## config.mk

```make
export PLATFORM = sky130hd
export DESIGN_NAME = serial_paralelo_azul
export DESIGN_NICKNAME = d
export VERILOG_FILES = /design/src/rtl/paralelo_serial_pkg.sv /design/src/rtl/sp_comma_detect.sv /design/src/rtl/serial_paralelo_azul.sv
export SDC_FILE = /design/constraint.sdc
export NUM_CORES = 1
export LEC_CHECK = 0
export CAP_MARGIN = 0
export CORE_MARGIN = 3
export CORE_UTILIZATION = 60
export CTS_BUF_LIST = sky130_fd_sc_hd__clkbuf_16
export DETAILED_ROUTE_END_ITERATION = 10
export DONT_BUFFER_PORTS = 1
export GPL_TIMING_DRIVEN = 0
export HOLD_SLACK_MARGIN = 0.08
export PLACE_DENSITY = 0.76
export SETUP_SLACK_MARGIN = 0.5
export SLEW_MARGIN = 20
export SYNTH_ARGS = -nofsm -noshare
export SYNTH_HDL_FRONTEND = slang
export SYNTH_HIERARCHICAL = 1
export SYNTH_SLANG_ARGS = --single-unit
```

## constraint.sdc

```tcl
create_clock -name clk32_f -period 2.6 [get_ports clk32_f]
set_clock_uncertainty 0.2 [all_clocks]
set_input_delay 0.52 -clock clk32_f [delete_from_list [all_inputs] [get_ports clk32_f]]
set_output_delay 0.52 -clock clk32_f [all_outputs]
set_load 0.05 [all_outputs]
```

## src/rtl/paralelo_serial_pkg.sv

```systemverilog
`default_nettype none
// ============================================================================
// Package     : paralelo_serial_pkg
// Description : Constants and types shared by the blue-lane serializer and
//               deserializer: word width, comma (idle/alignment) symbol,
//               number of commas needed for lock, and receiver FSM states.
// Revision    : 1.0 - initial release
// ============================================================================
package paralelo_serial_pkg;

  localparam int         SP_WIDTH       = 8;
  localparam logic [7:0] SP_COMMA       = 8'hBC;
  localparam int         SP_COMMA_COUNT = 4;

  typedef enum logic [1:0] {
    HUNT   = 2'd0,
    SYNC   = 2'd1,
    ACTIVE = 2'd2
  } sp_state_e;

endpackage
`default_nettype wire

```

## src/rtl/sp_comma_detect.sv

```systemverilog
`default_nettype none
// ============================================================================
// Module      : sp_comma_detect
// Description : Serial shift register and comma compare. Presents the word
//               formed by the bits already shifted in plus the bit arriving
//               this cycle, and flags when that word equals the comma.
// Revision    : 1.0 - initial release
// Ports       : clk_i   - bit clock
//               rst_i   - synchronous active-high reset
//               data_i  - serial input bit, MSB of each word first
//               nxt_o   - word completed if this cycle's bit were the LSB
//               comma_o - nxt_o equals COMMA
// ============================================================================
module sp_comma_detect
  import paralelo_serial_pkg::*;
#(
  parameter int               WIDTH = SP_WIDTH,
  parameter logic [WIDTH-1:0] COMMA = SP_COMMA
) (
  input  logic             clk_i,
  input  logic             rst_i,
  input  logic             data_i,
  output logic [WIDTH-1:0] nxt_o,
  output logic             comma_o
);

  // Only the newest WIDTH-1 bits are ever needed: the oldest bit falls off
  // the word as soon as the next one arrives, so it is not stored.
  logic [WIDTH-2:0] sr_q;

  assign nxt_o   = {sr_q, data_i};
  assign comma_o = (nxt_o == COMMA);

  always_ff @(posedge clk_i) begin
    if (rst_i) begin
      sr_q <= '0;
    end else begin
      sr_q <= nxt_o[WIDTH-2:0];
    end
  end

endmodule
`default_nettype wire

```

## src/rtl/serial_paralelo_azul.sv

```systemverilog
`default_nettype none
// ============================================================================
// Module      : serial_paralelo_azul
// Description : Blue-lane serial-to-parallel receiver. Finds byte alignment
//               on the comma idle symbol, requires COMMA_COUNT aligned commas
//               before declaring the link active, then delivers each
//               non-comma word with a valid flag once every WIDTH cycles.
// Revision    : 1.0 - initial release
// Ports       : clk32_f     - bit clock (rising edge)
//               reset       - synchronous active-high reset
//               data_in     - serial bit stream, MSB first
//               data_out    - last received data word
//               valid_out   - data_out holds a non-comma word from ACTIVE
//               active      - link aligned and locked
//               byte_strobe - one-cycle pulse after each aligned word
// ============================================================================
module serial_paralelo_azul
  import paralelo_serial_pkg::*;
#(
  parameter int               WIDTH       = SP_WIDTH,
  parameter logic [WIDTH-1:0] COMMA       = SP_COMMA,
  parameter int               COMMA_COUNT = SP_COMMA_COUNT
) (
  input  logic             clk32_f,
  input  logic             reset,
  input  logic             data_in,
  output logic [WIDTH-1:0] data_out,
  output logic             valid_out,
  output logic             active,
  output logic             byte_strobe
);

  localparam int                BIT_W    = $clog2(WIDTH);
  localparam int                BC_W     = $clog2(COMMA_COUNT + 1);
  localparam logic [BIT_W-1:0]  BIT_LAST = BIT_W'(WIDTH - 1);
  localparam logic [BC_W-1:0]   BC_FULL  = BC_W'(COMMA_COUNT);
  localparam logic [BC_W-1:0]   BC_LAST  = BC_W'(COMMA_COUNT - 1);

  logic [WIDTH-1:0] nxt;
  logic             is_comma;

  sp_comma_detect #(
    .WIDTH (WIDTH),
    .COMMA (COMMA)
  ) u_comma_detect (
    .clk_i   (clk32_f),
    .rst_i   (reset),
    .data_i  (data_in),
    .nxt_o   (nxt),
    .comma_o (is_comma)
  );

  sp_state_e        state_q;
  logic [BIT_W-1:0] bit_cnt_q;
  logic [BC_W-1:0]  bc_cnt_q;
  logic [WIDTH-1:0] data_out_q;
  logic             valid_out_q;
  logic             active_q;
  logic             byte_strobe_q;

  logic             word_done;
  logic [BIT_W-1:0] bit_cnt_d;

  assign word_done = (bit_cnt_q == BIT_LAST);
  assign bit_cnt_d = word_done ? '0 : bit_cnt_q + 1'b1;

  always_ff @(posedge clk32_f) begin
    if (reset) begin
      state_q       <= HUNT;
      bit_cnt_q     <= '0;
      bc_cnt_q      <= '0;
      data_out_q    <= '0;
      valid_out_q   <= 1'b0;
      active_q      <= 1'b0;
      byte_strobe_q <= 1'b0;
    end else begin
      byte_strobe_q <= 1'b0;
      case (state_q)
        HUNT: begin
          // Bit-by-bit search; a match defines the word boundary.
          bit_cnt_q <= '0;
          if (is_comma) begin
            state_q  <= SYNC;
            bc_cnt_q <= BC_W'(1);
          end
        end
        SYNC: begin
          bit_cnt_q <= bit_cnt_d;
          if (word_done) begin
            if (is_comma) begin
              byte_strobe_q <= 1'b1;
              if (bc_cnt_q != BC_FULL) begin
                bc_cnt_q <= bc_cnt_q + 1'b1;
              end
              if (bc_cnt_q >= BC_LAST) begin
                state_q  <= ACTIVE;
                active_q <= 1'b1;
              end
            end else begin
              // Broken comma run: drop the strobe since we leave alignment.
              state_q  <= HUNT;
              bc_cnt_q <= '0;
            end
          end
        end
        ACTIVE: begin
          // Locked until reset; data bytes never trigger realignment.
          bit_cnt_q <= bit_cnt_d;
          if (word_done) begin
            byte_strobe_q <= 1'b1;
            if (is_comma) begin
              valid_out_q <= 1'b0;
            end else begin
              data_out_q  <= nxt;
              valid_out_q <= 1'b1;
            end
          end
        end
        default: begin
          state_q <= HUNT;
        end
      endcase
    end
  end

  assign data_out    = data_out_q;
  assign valid_out   = valid_out_q;
  assign active      = active_q;
  assign byte_strobe = byte_strobe_q;

endmodule
`default_nettype wire

```

Yosys cells after proc, flatten, opt, wreduce, memory -nomap -nowiden
Index checks and enable logic that the tools add are counted.
{"block": "totals", "regBits": 26, "in_bits": 3, "output_inout_bits": 11, "elab_cells": 48}
{"block": "op_classes", "n_addsub": 2, "n_lt_le_gt_ge": 1, "n_eq_ne": 9, "muxes": 17, "bitwise_logic": 2, "n_reduce_logical": 9}
{"operator": "3-bit 2-to-1 mux", "count": 5}
{"operator": "3-bit one-hot mux with 2 select lines", "count": 2}
{"operator": "4-bit AND reduction", "count": 3}
{"operator": "3-bit != test, second input constant", "count": 3}
{"operator": "8-bit == test, second input constant", "count": 1}
{"operator": "2-bit 2-to-1 mux", "count": 4}
{"operator": "3-bit by 1-bit adder with 3-bit output, second input constant", "count": 2}
{"operator": "2-bit one-hot mux with 3 select lines", "count": 1}
{"operator": "1-bit 2-to-1 mux", "count": 4}
{"operator": "2-bit != test, second input constant", "count": 2}
{"operator": "2-bit nonzero test", "count": 2}
{"operator": "3-bit == test, second input constant", "count": 1}
{"operator": "3-bit by 2-bit >= comparator with 1-bit output, second input constant", "count": 1}
{"operator": "3-bit AND reduction", "count": 1}
{"operator": "2-bit by 1-bit == test with 1-bit output, second input constant", "count": 1}
{"operator": "2-bit == test, second input constant", "count": 1}
{"operator": "2-bit zero test", "count": 1}
{"operator": "1-bit inverter", "count": 2}
{"operator": "1-bit one-hot mux with 2 select lines", "count": 1}
{"operator": "2-bit AND reduction", "count": 1}
{"operator": "2-bit OR reduction", "count": 1}

Depth between registers and ports, before layout
Gate-level depths: netlist (run 1).
{"block": "logic_depth", "ltp_word": 5, "mapped_depth": 6, "depth_no_buf": 5}

Cells and area by module
Netlist (run 1), hierarchy kept.
{"mod": "serial_paralelo_azul", "n_inst": 1, "cells_per_inst": 96, "area_per_inst_um2": 935.9, "seq_area_each_um2": 380.4}
{"mod": "sp_comma_detect", "n_inst": 1, "cells_per_inst": 18, "area_per_inst_um2": 219.0, "seq_area_each_um2": 140.1}

Worst setup path after synthesis (run 1)
OpenSTA, ideal clock, no wires.
{"block": "synth_path", "path_type": "in2reg", "from": "input data_in", "to": "register bc_cnt_q[0]", "setup_ns": 0.121, "arrival_ns": 1.761, "required_time_ns": 2.279, "slack_ns": 0.518, "stages": 4, "n_path_buf": 0, "cell_sequence": "nor4_2 -> nor2b_2 -> o32a_4 -> mux2_4"}
{"block": "synth_via", "elab_chain_cells": 4, "elab_cells_between_ends": 7, "cone_classes": "3 x eq/ne; 3 x mux; 1 x reduce/logical"}
{"element": "start: declaration", "line": "serial_paralelo_azul.sv:26", "source": "input logic data_in,"}
{"element": "8-bit == test *", "line": "sp_comma_detect.sv:32", "source": "assign comma_o = (nxt_o == COMMA);"}
{"element": "3-bit 2-to-1 mux", "line": "serial_paralelo_azul.sv:90", "source": "if (is_comma) begin"}
{"element": "3-bit 2-to-1 mux", "line": "serial_paralelo_azul.sv:89", "source": "if (word_done) begin"}
{"element": "3-bit one-hot mux with 2 select lines", "line": "serial_paralelo_azul.sv:78", "source": "case (state_q)"}
{"element": "end signal: assignment", "line": "serial_paralelo_azul.sv:93", "source": "bc_cnt_q <= bc_cnt_q + 1'b1;"}
{"element": "end: declaration", "line": "serial_paralelo_azul.sv:55", "source": "logic [BC_W-1:0] bc_cnt_q;"}
Every way passes the cells marked *; elsewhere a longest branch is shown, timed or not. The select of a mux whose other input is x is not followed.
A chain may end at the register's enable or synchronous reset.

Worst setup path after layout (run 1)
{"block": "layout_path", "from": "register u_comma_detect.sr_q[5]", "to": "register bc_cnt_q[0]"}
{"block": "layout_via", "elab_chain_cells": 4, "elab_cells_between_ends": 7, "cone_classes": "3 x eq/ne; 3 x mux; 1 x reduce/logical"}
{"element": "start: declaration", "line": "sp_comma_detect.sv:29", "source": "logic [WIDTH-2:0] sr_q;"}
{"element": "start signal: assignment", "line": "sp_comma_detect.sv:38", "source": "sr_q <= nxt_o[WIDTH-2:0];"}
{"element": "8-bit == test *", "line": "sp_comma_detect.sv:32"}
{"element": "via is_comma", "line": "serial_paralelo_azul.sv:40", "source": "logic is_comma;"}
{"element": "3-bit 2-to-1 mux", "line": "serial_paralelo_azul.sv:90"}
{"element": "3-bit 2-to-1 mux", "line": "serial_paralelo_azul.sv:89"}
{"element": "3-bit one-hot mux with 2 select lines", "line": "serial_paralelo_azul.sv:78"}
The timed path passes the listed nets; every way through them passes the cells marked *. The select of a mux whose other input is x is not followed.

==> results of run 1 <==
[repair_timing]
action                                  in CTS  in global routing
endpoints found under the setup margin       5                 11
pin swaps                                    0                  1
setup buffers                                0                  2
gates resized for setup                      1                  4
[power by group through the flow]
stage | sequential (uW) | clock, uW | combinational (uW)
6_report | 403 | 323 | 8.83
5_1_grt | 403 | 346 | 10.1
4_1_cts | 403 | 332 | 8.78
3_5_place_dp | 411 | 0 | 8.65
3_3_place_gp | 411 | 0 | 8.28
2_1_floorplan | 411 | 0 | 7.04
[worst paths after layout]
check,slack [ns],depth (start not counted),end
hold / removal,0.12,1,u_comma_detect/sr_q[5]
setup / recovery,0.55,7,bc_cnt_q[0]
setup reg to reg,0.55,7,bc_cnt_q[0]
hold reg to reg,0.25,2,bit_cnt_q[2]
[layer usage]
layer,routed length [um],share of wire (%)
met2,890,47
met3,64,3.4
met5,0,0
met4,11,0.58
met1,927,49
[cell families after synthesis]
kind of cell,count (synthesis)
buf+inv,9
flops,26
simple gates,46
mux,11
compound gates,12
fa+ha+maj,10
[layout by cell type (no fill, tap or decap)]
cell type	synthesis	layout
dfxtp_1	26	25
nor2_1	12	12
nand2_1	11	11
mux2i_1	10	10
ha_1	10	10
nor2b_1	7	7
inv_1	6	6
a21oi_1	5	5
nand3b_1	3	3
clkbuf_16	0	3
buf_4	1	3
nor2b_4	0	1
nor3_1	1	1
and3_4	0	1
o32a_4	1	1
o221a_1	1	1
clkbuf_1	1	1
clkbuf_4	0	1
a211oi_1	1	1
nor3b_1	1	1
o21a_1	1	1
and2_1	1	1
o2111a_1	1	1
nand3_1	1	1
or2b_1	1	1
mux2_4	1	1
a2111oi_1	1	1
nor4b_1	1	1
or4_1	1	1
o41ai_1	1	1
and3_1	2	1
nand4b_1	1	1
nor4_4	0	1
nor2b_2	2	1
dfxtp_2	0	1
[flip-flops by register name (all words and copies together), names as in the netlist]
name / cells
u_comma_detect/sr_q: 7
bit_cnt_q: 3
data_out: 8
active: 1
byte_strobe: 1
valid_out: 1
state_q: 2
bc_cnt_q: 3
[metrics by stage]
step                utilization, %  area, um^2
floorplan                        -        1155
global placement             67.23        1186
detailed placement           67.23        1186
CTS                          71.99        1270
global route                 73.62        1299
finish                       73.62        1299
[worst max-delay path, cell delays in order, from the launching register on]
cell and delay, ns:
dfxtp_2 0.32, nand4b_1 0.21, nor4_4 0.27, buf_4 0.19
buf_4 0.12, and3_4 0.18, o32a_4 0.18, mux2_4 0.29
[final cells by class]
type	instances	area (um^2)	share of cell area [%]
well taps	25	31.28	2.408
clock buffers	3	75.07	5.780
repair buffers	2	15.01	1.156
multi-input cells	79	614.3	47.30
plain buffers	3	18.77	1.445
flip-flops and latches	26	521.8	40.17
inverters	6	22.52	1.734
==> flow_metrics.env, run 1 <==
export IMPL_num_vias=777
export IMPL_synthArstFlopShare_pct=0
export IMPL_avgSynthCellArea_um2=10.13
export IMPL_routedWlPerCell_um=13.15
export IMPL_dp_slack_ns=0.3450
export IMPL_grt_busiest_layer="met2"
export IMPL_gr_usage_met3_pct=5.438
export IMPL_synthToLayoutAreaGrowth_pct=12.46
export IMPL_place_congestion=0.8329
export IMPL_relSlewSlack_pct=65.49
export IMPL_seq_area_frac_synth_pct=45.07
export IMPL_first_iter_violations=7
export IMPL_synth_seq_cells=26
export IMPL_synthFlopType="dfxtp_1"
export IMPL_synth_xor_area_share_pct=0
export IMPL_power_density_nw_per_um2=565.4
export IMPL_cts_sinks=26
export IMPL_grt_setup_unrepaired="yes"
export IMPL_grtUsageTotal_pct=18.03
export IMPL_netlist_area_leader_share_pct=45.07
export IMPL_die_y_um=49.87
export IMPL_dr_pass1_iters=4
export IMPL_cts_buffer_depth=2
export IMPL_cp_max_fo=6
export IMPL_hold_violations=0
export IMPL_cp_startpoint="u_comma_detect/sr_q[5]"
export IMPL_power_switching_uw=126.9
export IMPL_p_seq_share_pct=54.9
export IMPL_hold_buffers=0
export IMPL_setup_violations=0
export IMPL_ys_types=31
export IMPL_grt_pass1_wl_um=3443
export IMPL_fin_nets=134
export IMPL_portBuffers=0
export IMPL_cts_root_buffer="clkbuf_16"
export IMPL_hpwl_um=1350
export IMPL_routed_via_density=5.396
export IMPL_hold_start="reset"
export IMPL_synth_top_family_by_area="simple AND/OR/NAND/NOR gates"
export IMPL_syn_nets=127
export IMPL_yosys_area_share_simple_pct=21.78
export IMPL_reg2reg_from="u_comma_detect/sr_q[5]"
export IMPL_ys_warn_count=6
export IMPL_synthMuxAreaShare_pct=9.967
export IMPL_postRouteAntennaNets=0
export IMPL_diodes=0
export IMPL_h_tree_depth=1
export IMPL_core_um2=1764
export IMPL_syn_inst=114
export IMPL_power_frac_clock_pct=43.9
export IMPL_yosys_top_cells_area="dfxtp_1 45%, ha_1 11%, mux2i_1 8.7%"
export IMPL_placementRows=15
export IMPL_holdCritPathClass="input port to flop"
export IMPL_wirelength_um=1894
export IMPL_fmax_ghz=0.4870
export IMPL_synth_adder_area_share_pct=10.83
export IMPL_finalMaxSlewViolations=0
export IMPL_fillers=136
export IMPL_overflow=0
export IMPL_cp_arrival_ns=2.00
export IMPL_fin_ws_ns=0.5466
export IMPL_drv_cap=0
export IMPL_cts_tree="built"
export IMPL_synth_edff_count=0
export IMPL_grt_pass1_vias=770
export IMPL_worst_setup_path_end_kind="flop"
export IMPL_path_class="flop to flop"
export IMPL_drc=0
export IMPL_fin_setup_tns_ns=0
export IMPL_layout_cells_non_filler=144
export IMPL_whs_ns=0.1248
export IMPL_die_x_um=49.87
export IMPL_period_needed_ns=2.053
export IMPL_num_io_pins=14
export IMPL_clkSlewWorstSetupHoldPaths_ns=0.06
export IMPL_place_inst=139
export IMPL_cp_required_ns=2.54
export IMPL_ir_worst_vdd_mv=0.4783
export IMPL_startpoint_type="flop"
export IMPL_die_area_um2=2487
export IMPL_clk_latency_ns=0.25
export IMPL_p_leak_uw=0.0005790
export IMPL_synth_area_um2=1155
export IMPL_status="completed"
export IMPL_synth_top_cell_by_area="dfxtp_1"
export IMPL_p_int_uw=607.5
export IMPL_power_share_switching_pct=17.27
export IMPL_grt_max_degree=14
export IMPL_cts_buffers=3
export IMPL_fin_crit_sh_pct=78.98
export IMPL_worst_pin_slew_ns=0.5170
export IMPL_use_met2_pct=29.07
export IMPL_synth_most_common_cell="dfxtp_1"
export IMPL_power_uw=734.4
export IMPL_combPwrFrac_pct=1.2
export IMPL_synth_common_cells="26 x dfxtp_1, 12 x nor2_1, 11 x nand2_1"
export IMPL_met1_usage_pct=22.79
export IMPL_start_util_pct=65.46
export IMPL_antenna_found_initial=0
export IMPL_synth_compound_area_share_pct=8.992
export IMPL_drive_gt1_share_pct=11.76
Note: power is estimated with default switching activity, not from simulation.
==> run 2, diff against run 1 <==
clock period = 1.9 ns   (was 2.6 ns; I/O delays follow)
==> run 2 against run 1 <==
  * The run now ends with setup timing left
  * Total power rose by 61%
  * Wire length rose by 65%
  * Maximum frequency increased by 1.6%
  * Global-route usage grew 2.7 points
  * Critical path depth up 1
  * Sequential power grew 36%
  * Combinational power up 140%
  * Largest power group is now the clock network
==> flow_metrics.env, run 2 (synthesis results as in run 1) <==
export IMPL_diodes=0
export IMPL_grt_pass1_wl_um=3829
export IMPL_layout_commonest_cell="dfxtp_2"
export IMPL_hold_violations=0
export IMPL_fin_ws_ns=-0.1217
export IMPL_start_util_pct=65.46
export IMPL_num_vias=906
export IMPL_dr_pass1_iters=4
export IMPL_cts_buffer_depth=2
export IMPL_routedWlPerCell_um=20.07
export IMPL_p_leak_uw=0.0006470
export IMPL_cp_arrival_ns=1.95
export IMPL_cp_max_fo=6
export IMPL_placementRows=15
export IMPL_fmax_ghz=0.4946
export IMPL_num_io_pins=14
export IMPL_violations="setup timing"
export IMPL_h_tree_depth=1
export IMPL_fillers=89
export IMPL_power_density_nw_per_um2=760.9
export IMPL_cts_buffers=3
export IMPL_slowest_delay_ns=0.34
export IMPL_die_area_um2=2487
export IMPL_core_um2=1764
export IMPL_holdCritPathClass="input port to flop"
export IMPL_fin_crit_sh_pct=106.4
export IMPL_status="complete, but fails checks"
export IMPL_drc=0
export IMPL_fin_setup_tns_ns=-0.7714
export IMPL_grt_max_degree=16
export IMPL_cp_num_buf_inv=3
export IMPL_grt_setup_unrepaired="yes"
export IMPL_worst_setup_path_end_kind="flop"
export IMPL_cp_required_ns=1.83
export IMPL_fin_nets=145
export IMPL_first_iter_violations=33
export IMPL_cts_sinks=26
export IMPL_worst_pin_slew_ns=0.4983
export IMPL_grt_pass1_vias=891
export IMPL_cts_tree="built"
export IMPL_routed_via_density=5.808
export IMPL_hpwl_um=1416
export IMPL_crit_chain="nand4b_1, nor4_4, buf_6, buf_6, nand3b_1, buf_6, mux2i_2, nor2_1"
export IMPL_cpMostUsedCell="buf_6"
export IMPL_critPathSlowestCell="dfxtp_2"
export IMPL_drv_cap=0
export IMPL_clk_latency_ns=0.26
export IMPL_met1_usage_pct=22.93
export IMPL_grt_busiest_layer="met2"
export IMPL_finalMaxSlewViolations=0
export IMPL_die_y_um=49.87
export IMPL_gr_usage_met3_pct=5.740
export IMPL_setup_violations=11
export IMPL_relSlewSlack_pct=66.78
export IMPL_wirelength_um=3131
export IMPL_drive_gt1_share_pct=42.75
export IMPL_cts_root_buffer="clkbuf_16"
export IMPL_fin_util_pct=88.01
export IMPL_clkSlewWorstSetupHoldPaths_ns=0.07
export IMPL_overflow=0
export IMPL_ir_worst_vdd_mv=0.8380
export IMPL_period_needed_ns=2.022
export IMPL_layout_common_cells="15 x dfxtp_2, 12 x nor2_1, 11 x nand2_1"
export IMPL_path_class="flop to flop"
export IMPL_grtUsageTotal_pct=20.75
export IMPL_antenna_found_initial=0
export IMPL_startpoint_type="flop"
export IMPL_die_x_um=49.87
export IMPL_postRouteAntennaNets=0
export IMPL_largest_reg_flops=8
export IMPL_cp_top_family="simple AND/OR/NAND/NOR gates"
export IMPL_portBuffers=0
export IMPL_synthToLayoutAreaGrowth_pct=34.45
export IMPL_use_met2_pct=35.46
export IMPL_place_congestion=0.7846
run 2: changes by cell type in the layout (fill, tap and decap cells not counted), sizes merged:
cell and change:
buf +10, clkbuf -1, bufinv +1, dlygate4sd3 +2
run 2: final timing paths:
path                               start            to  slack, ns  cells after the start
setup / recovery  u_comma_detect/sr_q[5]   data_out[6]      -0.12                      8
hold / removal                     reset   bc_cnt_q[0]       0.18                      2
hold reg to reg             bit_cnt_q[1]  bit_cnt_q[1]       0.29                      2
setup reg to reg  u_comma_detect/sr_q[5]   data_out[6]      -0.12                      8
run 2: layout make-up:
cell class,count,area [um^2],share of cell area [%]
sequential,26,543.0,34.97
multi-input combinational,79,718.2,46.25
buffer,3,22.52,1.450
clock inverter,1,30.03,1.934
tap,25,31.28,2.015
clock buffer,3,75.07,4.835
inverter,6,22.52,1.450
timing repair buffer,13,110.1,7.091
run 2: report_power, final:
| group | total, uW | switching [uW] | internal (uW) |
|---|---|---|---|
| Clock | 611 | 192 | 419 |
| Sequential | 550 | 3.68 | 546 |
| Combinational | 20.8 | 12.6 | 8.23 |
| Total | 1180 | 208 | 974 |
run 2: metrics by stage:
stage          cells  hold slack (ns)  setup slack (ns)  total power, uW  area [um^2]
3_5_place_dp     139           0.2452           -0.1606            575.6         1215
5_1_grt          156           0.1753           -0.1474             1211         1553
4_1_cts          148           0.1582          -0.07640             1181         1420
6_report         156           0.1833           -0.1217             1182         1553
3_3_place_gp     139           0.2394           -0.1376            575.0         1215
2_1_floorplan    114           0.2301          -0.01576            572.5         1184
run 2: routing by layer:
layer | vias up | wire [um]
li1 | 426 | -
met1 | 438 | 1274
met2 | 36 | 1658
met3 | 6 | 141
met4 | 0 | 57
met5 | - | 0
run 2: repair_timing:
action                     CTS  global route
hold endpoints to repair     9             0
setup endpoints to repair   28            17
hold buffers                 2             0
gates cloned                 0             1
buffers inserted             3             7
gates resized for setup     22            19
pin swaps                    3            10
==> run 3, diff against run 2 <==
CORE_MARGIN = not set   (was 3)
MAX_ROUTING_LAYER = met4   (was not set)
==> run 3 against run 2 <==
  * The flow still finishes with violations (setup timing)
  * Maximum frequency grew 0.56%
  * Sequential share of layout area grew 1.1 points
  * Final area shrank 3.5%
  * Utilization shrank 3.1 points
  * First-iteration DRC count shrank 12%
  * Count of clock-buffer cells in the layout is the same
  * Wire length shrank 13%
  * Critical path depth shrank 2
  * Via count grew 0.44%
  * Die area shrank 15%
  * Setup slack gained 0.011 ns
  * Total power is essentially flat
  * Critical endpoint is now bc_cnt_q[0]
  * Highest routed layer unchanged
==> flow_metrics.env, run 3 (synthesis results as in run 1) <==
export IMPL_relSlewSlack_pct=66.60
export IMPL_cts_root_buffer="clkbuf_16"
export IMPL_die_area_um2=2104
export IMPL_antenna_found_initial=0
export IMPL_r2r_slack_ns=-0.11
export IMPL_cts_buffers=3
export IMPL_reg2reg_depth=6
export IMPL_setup_violations=12
export IMPL_h_tree_depth=1
export IMPL_layout_cells_non_filler=151
export IMPL_place_congestion=0.8344
export IMPL_grt_max_degree=16
export IMPL_period_needed_ns=2.010
export IMPL_grt_busiest_layer="met2"
export IMPL_hold_start="data_in"
export IMPL_fin_crit_sh_pct=105.8
export IMPL_clkSlewWorstSetupHoldPaths_ns=0.06
export IMPL_combPwrFrac_pct=1.6
export IMPL_holdPathStages=3
export IMPL_seq_area_um2=540.5
export IMPL_grt_setup_unrepaired="yes"
export IMPL_drive_gt1_share_pct=36.51
export IMPL_power_share_switching_pct=17.65
export IMPL_gr_usage_met3_pct=5.556
export IMPL_violations="setup timing"
export IMPL_grtUsageTotal_pct=25.59
export IMPL_routed_via_density=6.026
export IMPL_cts_buffer_depth=2
export IMPL_holdCritPathClass="input port to flop"
export IMPL_die_x_um=45.87
export IMPL_cp_arrival_ns=1.96
export IMPL_wirelength_um=2727
export IMPL_startpoint_type="flop"
export IMPL_hpwl_um=1363
export IMPL_grt_pass1_vias=812
export IMPL_fin_ws_ns=-0.1104
export IMPL_worst_pin_slew_ns=0.5010
export IMPL_layout_common_cells="13 x dfxtp_2, 12 x nor2_1, 12 x dfxtp_1"
export IMPL_place_inst=139
export IMPL_postRouteAntennaNets=0
export IMPL_num_vias=910
export IMPL_dr_pass1_iters=4
export IMPL_worstReg2RegEnd="bc_cnt_q[0]"
export IMPL_fin_nets=140
export IMPL_placementRows=15
export IMPL_path_class="flop to flop"
export IMPL_p_leak_uw=0.0006200
export IMPL_finalMaxSlewViolations=0
export IMPL_reg2reg_from="u_comma_detect/sr_q[5]"
export IMPL_largest_reg_flops=8
export IMPL_portBuffers=0
export IMPL_fillers=99
export IMPL_drv_cap=0
export IMPL_power_density_nw_per_um2=789.3
export IMPL_power_switching_uw=208.7
export IMPL_fmax_ghz=0.4974
export IMPL_cts_tree="built"
export IMPL_cp_required_ns=1.85
export IMPL_layout_commonest_cell="dfxtp_2"
export IMPL_grt_pass1_wl_um=3705
export IMPL_num_io_pins=14
export IMPL_drc=0
export IMPL_overflow=0
export IMPL_p_int_uw=973.5
export IMPL_start_util_pct=65.46
export IMPL_worst_setup_path_end_kind="flop"
export IMPL_whs_ns=0.1588
export IMPL_cp_max_fo=5
export IMPL_multi_input_area_um2=703.2
export IMPL_core_um2=1764
export IMPL_ir_worst_vdd_mv=0.6459
export IMPL_power_frac_clock_pct=51.9
export IMPL_met1_usage_pct=33.33
export IMPL_clk_latency_ns=0.26
export IMPL_hold_violations=0
export IMPL_synthToLayoutAreaGrowth_pct=29.69
export IMPL_die_y_um=45.87
export IMPL_diodes=0
export IMPL_p_seq_share_pct=46.5
export IMPL_use_met2_pct=36.90
export IMPL_routedWlPerCell_um=18.06
export IMPL_first_iter_violations=29
export IMPL_status="complete, but fails checks"
export IMPL_whs_endpoint="data_out[0]"
export IMPL_cts_sinks=26
==> run 3: area by class of cell <==
cell class / count / area share [%]
tap: 25 / 2.089
timing repair buffer: 8 / 4.845
clock inverter: 1 / 2.005
sequential: 26 / 36.09
multi-input combinational: 79 / 46.95
inverter: 6 / 1.504
clock buffer: 3 / 5.013
buffer: 3 / 1.504
==> run 3: critical path, cell delays in order (launching register included) <==
cell and delay (ns):
dfxtp_2 0.33, nand4b_1 0.22, nor4_4 0.31, buf_4 0.20, and3_4 0.19, o32a_4 0.17, mux2_4 0.29
==> run 3: worst max-delay path by stage <==
stage                                 startpoint           to  slack, ns  cells after the start
after floorplan           u_comma_detect/sr_q[5]  bc_cnt_q[0]      -0.02                      5
after global placement    u_comma_detect/sr_q[5]  bc_cnt_q[0]      -0.14                      5
after detailed placement  u_comma_detect/sr_q[5]  bc_cnt_q[0]      -0.15                      5
after CTS                 u_comma_detect/sr_q[5]  bc_cnt_q[0]      -0.06                      6
after global routing      u_comma_detect/sr_q[5]  data_out[1]      -0.16                      7
final                     u_comma_detect/sr_q[5]  bc_cnt_q[0]      -0.11                      6
==> run 3: repair_timing <==
action	4_1_cts	5_1_grt
endpoints found under the hold margin	9	0
endpoints found under the setup margin	28	17
gates cloned	1	0
setup buffers	4	1
resized for setup	23	11
hold buffers	2	0
pin swaps	2	1
==> run 3: power groups by stage <==
stage | Sequential [uW] | Clock (uW) | Combinational [uW]
2_1_floorplan | 563 | 0 | 9.84
3_3_place_gp | 563 | 0 | 11.7
3_5_place_dp | 563 | 0 | 12.1
4_1_cts | 551 | 611 | 18.7
5_1_grt | 549 | 635 | 20.9
6_report | 550 | 613 | 19.5
==> run 3: per-layer routing <==
| layer | up-vias | share of wire [%] |
|---|---|---|
| li1 | 418 | - |
| met2 | 35 | 48 |
| met5 | - | 0 |
| met4 | 0 | 2.4 |
| met3 | 10 | 5.8 |
| met1 | 447 | 43 |
==> run 3: metrics by stage <==
stage | setup WS, ns | setup TNS (ns) | power, uW | util (%) | area, um^2
final | -0.1104 | -0.6370 | 1182 | 84.89 | 1498
after global placement | -0.1379 | -0.3625 | 575.0 | 68.87 | 1215
after global routing | -0.1585 | -1.085 | 1205 | 84.89 | 1498
after CTS | -0.06071 | -0.2619 | 1181 | 81.99 | 1446
after detailed placement | -0.1455 | -0.4476 | 575.5 | 68.87 | 1215
after floorplan | -0.01576 | -0.01576 | 572.5 | - | 1184
